$ cat src/rtl/matmul_pkg.sv
// Shared types and sizing for the sigma*J energy scheduler.
// Default sizing plus the width derivation shared with the MAC array.
package matmul_pkg;

  typedef enum logic [1:0] {
    S_IDLE,
    S_ISSUE,
    S_DRAIN,
    S_DONE
  } sched_state_e;

  localparam int DEF_VECTOR_SIZE     = 256;
  localparam int DEF_J_ELEMENT_WIDTH = 4;
  localparam int DEF_J_COLS_PER_READ = 4;
  localparam int DEF_MAX_OUTSTANDING = 2;

  localparam int NUM_J_CHUNKS = DEF_VECTOR_SIZE / DEF_J_COLS_PER_READ;
  localparam int CHUNK_CNT_W  = $clog2(NUM_J_CHUNKS + 1);
  localparam int OUT_CNT_W    = $clog2(DEF_MAX_OUTSTANDING + 1);

  // Signed width able to hold any sigma*J sum without overflow.
  function automatic int energy_width(input int vs, input int jw);
    return 2 * $clog2(vs) + jw + 1;
  endfunction

endpackage

$ cat src/rtl/matmul_outstanding_ctr.sv
// Up/down credit counter for granted-but-unanswered memory reads.
// Decrements on an empty counter are ignored.
module matmul_outstanding_ctr #(
  parameter int MAX = 2,
  parameter int W   = $clog2(MAX + 1)
) (
  input  logic clk,
  input  logic rst_n,
  input  logic inc_i,
  input  logic dec_i,
  output logic full_o,
  output logic empty_o
);

  logic [W-1:0] cnt_q, cnt_d;
  logic         dec_ok;

  assign empty_o = (cnt_q == '0);
  assign full_o  = (cnt_q == W'(MAX));
  assign dec_ok  = dec_i && !empty_o;

  // Next count: simultaneous inc and dec cancel out.
  always_comb begin
    cnt_d = cnt_q;
    if (inc_i && !dec_ok) cnt_d = cnt_q + 1'b1;
    else if (!inc_i && dec_ok) cnt_d = cnt_q - 1'b1;
  end

  // Credit count register.
  always_ff @(posedge clk or negedge rst_n) begin
    if (!rst_n) cnt_q <= '0;
    else        cnt_q <= cnt_d;
  end

endmodule

$ cat src/rtl/matmul_chunk_scheduler.sv
// Job controller: issues one J read per chunk, accumulates array sums,
// aborts early once the energy bound is reached, then reports.
module matmul_chunk_scheduler #(
  parameter int VECTOR_SIZE     = 256,
  parameter int J_ELEMENT_WIDTH = 4,
  parameter int J_COLS_PER_READ = 4,
  parameter int ADDR_WIDTH      = 16,
  parameter int MAX_OUTSTANDING = 2,
  parameter int ENERGY_WIDTH    =
    matmul_pkg::energy_width(VECTOR_SIZE, J_ELEMENT_WIDTH),
  localparam int CW = $clog2(VECTOR_SIZE / J_COLS_PER_READ + 1)
) (
  input  logic                           clk,
  input  logic                           rst_n,
  input  logic                           job_valid,
  output logic                           job_ready,
  input  logic [VECTOR_SIZE-1:0]         job_sigma,
  input  logic signed [ENERGY_WIDTH-1:0] job_bound,
  input  logic [ADDR_WIDTH-1:0]          job_base_addr,
  output logic                           mem_req,
  output logic [ADDR_WIDTH-1:0]          mem_addr,
  input  logic                           mem_gnt,
  input  logic                           mem_rvalid,
  output logic [VECTOR_SIZE-1:0]         dp_sigma,
  input  logic signed [ENERGY_WIDTH-1:0] dp_chunk_sum,
  output logic                           res_valid,
  input  logic                           res_ready,
  output logic signed [ENERGY_WIDTH-1:0] res_energy,
  output logic                           res_exceeded,
  output logic [CW-1:0]                  res_chunks
);

  import matmul_pkg::*;

  localparam int          NCH   = VECTOR_SIZE / J_COLS_PER_READ;
  localparam logic [CW-1:0] NCH_C = CW'(NCH);

  sched_state_e                   state_q, state_d;
  logic [VECTOR_SIZE-1:0]         sigma_q, sigma_d;
  logic signed [ENERGY_WIDTH-1:0] bound_q, bound_d;
  logic signed [ENERGY_WIDTH-1:0] acc_q, acc_d, acc_sum;
  logic [ADDR_WIDTH-1:0]          base_q, base_d;
  logic [CW-1:0]                  issue_q, issue_d;
  logic [CW-1:0]                  recv_q, recv_d;
  logic                           pend_q, pend_d;
  logic                           inc, rv_ok;
  logic                           out_full, out_empty;

  matmul_outstanding_ctr #(
    .MAX (MAX_OUTSTANDING)
  ) u_out (
    .clk     (clk),
    .rst_n   (rst_n),
    .inc_i   (inc),
    .dec_i   (rv_ok),
    .full_o  (out_full),
    .empty_o (out_empty)
  );

  assign mem_addr   = base_q + ADDR_WIDTH'(issue_q);
  assign dp_sigma   = sigma_q;
  assign res_energy = acc_q;
  assign res_chunks = recv_q;
  assign acc_sum    = acc_q + dp_chunk_sum;

  // Request gating, counters and state transitions.
  always_comb begin
    state_d      = state_q;
    sigma_d      = sigma_q;
    bound_d      = bound_q;
    base_d       = base_q;
    acc_d        = acc_q;
    issue_d      = issue_q;
    recv_d       = recv_q;
    job_ready    = 1'b0;
    res_valid    = 1'b0;
    res_exceeded = 1'b0;
    rv_ok        = mem_rvalid && !out_empty;
    mem_req      = ((state_q == S_ISSUE) && (issue_q < NCH_C) && !out_full)
                || ((state_q == S_DRAIN) && pend_q);
    inc          = mem_req && mem_gnt;
    pend_d       = mem_req && !mem_gnt;
    unique case (state_q)
      S_IDLE: begin
        job_ready = 1'b1;
        if (job_valid) begin
          sigma_d = job_sigma;
          bound_d = job_bound;
          base_d  = job_base_addr;
          acc_d   = '0;
          issue_d = '0;
          recv_d  = '0;
          state_d = S_ISSUE;
        end
      end
      S_ISSUE: begin
        if (inc) issue_d = issue_q + 1'b1;
        if (rv_ok) begin
          acc_d  = acc_sum;
          recv_d = recv_q + 1'b1;
          if (recv_q + 1'b1 == NCH_C) state_d = S_DONE;
          else if (acc_sum >= bound_q) state_d = S_DRAIN;
        end
      end
      S_DRAIN: begin
        if (out_empty && !pend_q) state_d = S_DONE;
      end
      S_DONE: begin
        res_valid    = 1'b1;
        res_exceeded = (acc_q >= bound_q);
        if (res_ready) state_d = S_IDLE;
      end
      default: state_d = S_IDLE;
    endcase
  end

  // Job context and progress registers.
  always_ff @(posedge clk or negedge rst_n) begin
    if (!rst_n) begin
      state_q <= S_IDLE;
      sigma_q <= '0;
      bound_q <= '0;
      base_q  <= '0;
      acc_q   <= '0;
      issue_q <= '0;
      recv_q  <= '0;
      pend_q  <= 1'b0;
    end else begin
      state_q <= state_d;
      sigma_q <= sigma_d;
      bound_q <= bound_d;
      base_q  <= base_d;
      acc_q   <= acc_d;
      issue_q <= issue_d;
      recv_q  <= recv_d;
      pend_q  <= pend_d;
    end
  end

  a_rvalid_proto: assert property (
    @(posedge clk) disable iff (!rst_n) !(mem_rvalid && out_empty)
  ) else $error("mem_rvalid with no read outstanding");

endmodule
$ cat config.mk
export PLATFORM = sky130hd
export DESIGN_NAME = matmul_chunk_scheduler
export DESIGN_NICKNAME = d
export VERILOG_FILES = /design/src/rtl/matmul_pkg.sv /design/src/rtl/matmul_outstanding_ctr.sv /design/src/rtl/matmul_chunk_scheduler.sv
export SDC_FILE = /design/constraint.sdc
export NUM_CORES = 1
export LEC_CHECK = 0
export BUFFER_PORTS_ARGS = -buffer_cell sky130_fd_sc_hd__buf_2
export CAP_MARGIN = 30
export CORE_AREA = 2 2 242 244
export CTS_CLUSTER_DIAMETER = 40
export CTS_CLUSTER_SIZE = 24
export DETAILED_ROUTE_END_ITERATION = 6
export DIE_AREA = 0 0 244 246
export PLACE_DENSITY = 0.49
export SLEW_MARGIN = 10
export SYNTH_ARGS = -nofsm -noshare
export SYNTH_HDL_FRONTEND = slang
export SYNTH_SLANG_ARGS = --single-unit
$ cat constraint.sdc
create_clock -name clk -period 5.6 [get_ports clk]
set_clock_uncertainty 0.1 [all_clocks]
set_input_delay 0.84 -clock clk [delete_from_list [all_inputs] [get_ports clk]]
set_output_delay 0.84 -clock clk [all_outputs]
set_load 0.05 [all_outputs]
==> run metrics <==
GRT Total Usage=between 10% and 20%; RSZ-0062 raised after global routing=false; Fin. Hold Viols=0; post-CTS sizing=0; CTS root buf=clkbuf_16; Worst slew margin=44.8%; HPWL after DPL=40.4 mm; Final TNS setup=0 ns; die area=60000 um^2; data arrival time of the worst path=4.94 ns; Buffers on Ports=623; sequential area share after synthesis=55.4%; Post-Syn Nets=1528; CTS tree=yes; period utilization=81.5%; Routed WL=52.2 mm; router iterations before antenna repair=4; FFs w/ async S/R, synth=100%; global-route wire length before repair=between 70 and 80 mm; Hold Path Class=primary input to asynchronous set/reset pin; Site Rows=88; critical path fanouts, max=4; WL per Instance=20.0 um; Nets=approximately 2200; Remaining DRCs=0; Netlist cell types=61; crit path kind=flop to flop; Clock Latency Late Sink=0.61 ns; Max-cap violations=0; largest net degree at the start of global routing=136; Ports=624; drt via density=roughly 4.5; max-slew violations=0; fin crit period=approximately 4.6 ns; critical path required time=5.97 ns; Primary FF master, synth=dfrtp_1; H-tree levels=2; initial antenna violation count=15; actual slew at the worst max-slew pin=0.827 ns; starting density of the core=between 20% and 30%; vias=11700; GR Overflow Total=0; Syn Inst Count=1130; Die H=around 250 um; CTS max path bufs=3; Yosys warning count=0; Core ar.=57400 um^2; Max Clk Rate=around 0.22 GHz; syn_area_per_cell=between 10 and 15 um^2; Mapped Area=15000 um^2; share of layout cells above drive strength 1=~57%; endpoint type of the worst setup path=flop; Post-synth EDFFs=0; Die Wd=244 um; post-synthesis register bit count=333; number of setup buffers added after CTS=0; Hold Buf Count CTS=0; final setup vio count=0; Synth-to-Final Area Change=41.7%; vias in the first global route=between 10000 and 15000; placer congestion estimate=0.900; Starting DRT DRC Count=415; Clock transition at path regs=around 0.050 ns; Worst Setup Start Kind=flop; TritonCTS buffer count=~60; outcome=finished, final reports clean; post-route ant nets=0; clock sink count=333
routing by layer:
layer	GRT usage, %	up-vias	routed length (um)
met5	0	-	65
met2	29.8	403	27200
met1	19.5	5782	20200
li1	-	5404	-
met4	4.97	10	1180
met3	5.03	97	3570
area by class of cell:
type / instances / area [um^2]
fill: 5738 / 36100
sequential: 333 / 8330
multi-input combinational: 713 / 6390
timing repair buffer: 632 / 3270
clock buffer: 76 / 1650
tap: 765 / 957
clock inverter: 39 / 520
inverter: 42 / 158
antenna: 4 / 10.0
flip-flops by register name, indices dropped and copies added, names as in the netlist:
signal / count
dp_sigma: 256
bound_q: 21
res_energy: 21
base_q: 16
issue_q: 7
res_chunks: 7
state_q: 2
u_out.cnt_q: 2
pend_q: 1
metrics by stage:
stage                     worst slack (ns)  hold slack, ns  instance area [um^2]  instances  util (%)
after CTS                             1.05          0.0967                 21300       2599      37.1
final                                 1.03           0.113                 21300       2604      37.1
after global routing                 0.702           0.134                 21300       2603      37.1
after detailed placement             0.550           0.387                 19100       2484      33.3
after floorplan                       1.01           0.378                 15000       1130         -
after global placement               0.525           0.380                 19100       2483      33.2
critical path: stages, from the launching register on:
cell,delay (ns)
dfrtp_1,0.41
ha_1,0.22
fa_1,0.41
a21oi_1,0.23
o211a_1,0.23
o21a_1,0.20
a21oi_1,0.11
o21a_1,0.20
or3_1,0.32
and2_1,0.17
ha_1,0.29
nand4_1,0.11
or4b_1,0.51
a21o_1,0.18
o311ai_1,0.10
mux2i_1,0.37
a21oi_1,0.10
a31o_1,0.19
Yosys cell counts, drive strengths merged, types with 12 or more instances:
cell type / instances / area [um^2]
dfrtp: 333 / 8330
mux2: 293 / 3300
ha: 76 / 951
nand2: 45 / 169
o21ai: 45 / 229
inv: 42 / 158
a21oi: 37 / 200
clkbuf: 36 / 135
nor2: 31 / 116
xnor2: 25 / 219
nand3: 18 / 90.1
a22o: 14 / 123
xor2: 12 / 105
final timing paths:
check	start	endpoint	slack (ns)	cells after the start
worst max-delay path	res_energy[0]	state_q[1]	1.03	17
worst min-delay path	rst_n	bound_q[9]	0.11	1
worst max register to register	res_energy[0]	state_q[1]	1.03	17
worst min register to register	dp_sigma[211]	dp_sigma[211]	0.40	1
max in group asynchronous	rst_n	dp_sigma[7]	4.12	2
min in group clk	mem_gnt	pend_q	0.32	2
kinds of logic after synthesis:
| family | after synthesis | synth area share (%) |
|---|---|---|
| flops | 333 | 55.4 |
| compound gates | 149 | 6.55 |
| fa+ha+maj | 78 | 6.59 |
| xor+xnor | 37 | 2.16 |
| buf+inv | 84 | 2.12 |
| simple gates | 153 | 4.99 |
| mux | 296 | 22.1 |
cell usage in the layout (no fill, tap or decap), drive strengths merged, types with 4 or more instances in the layout:
cell type and instances:
clkinvlp 9, buf 632, nor3 11, diode 4, o21ai 45, clkbuf 76, ha 76, a21o 11
a21boi 5, or3 5, nor2b 7, and3 7, xnor2 25, nand2 45, and2 4, nand4 11
nand3 18, a22o 14, bufinv 7, inv 51, a21oi 37, xor2 12, clkinv 14, a31oi 4
mux2 293, o31ai 8, dfrtp 333, nor2 31
Power is not shown: default switching activity piles up to over one toggle a cycle in this logic, so the estimate is an artifact.
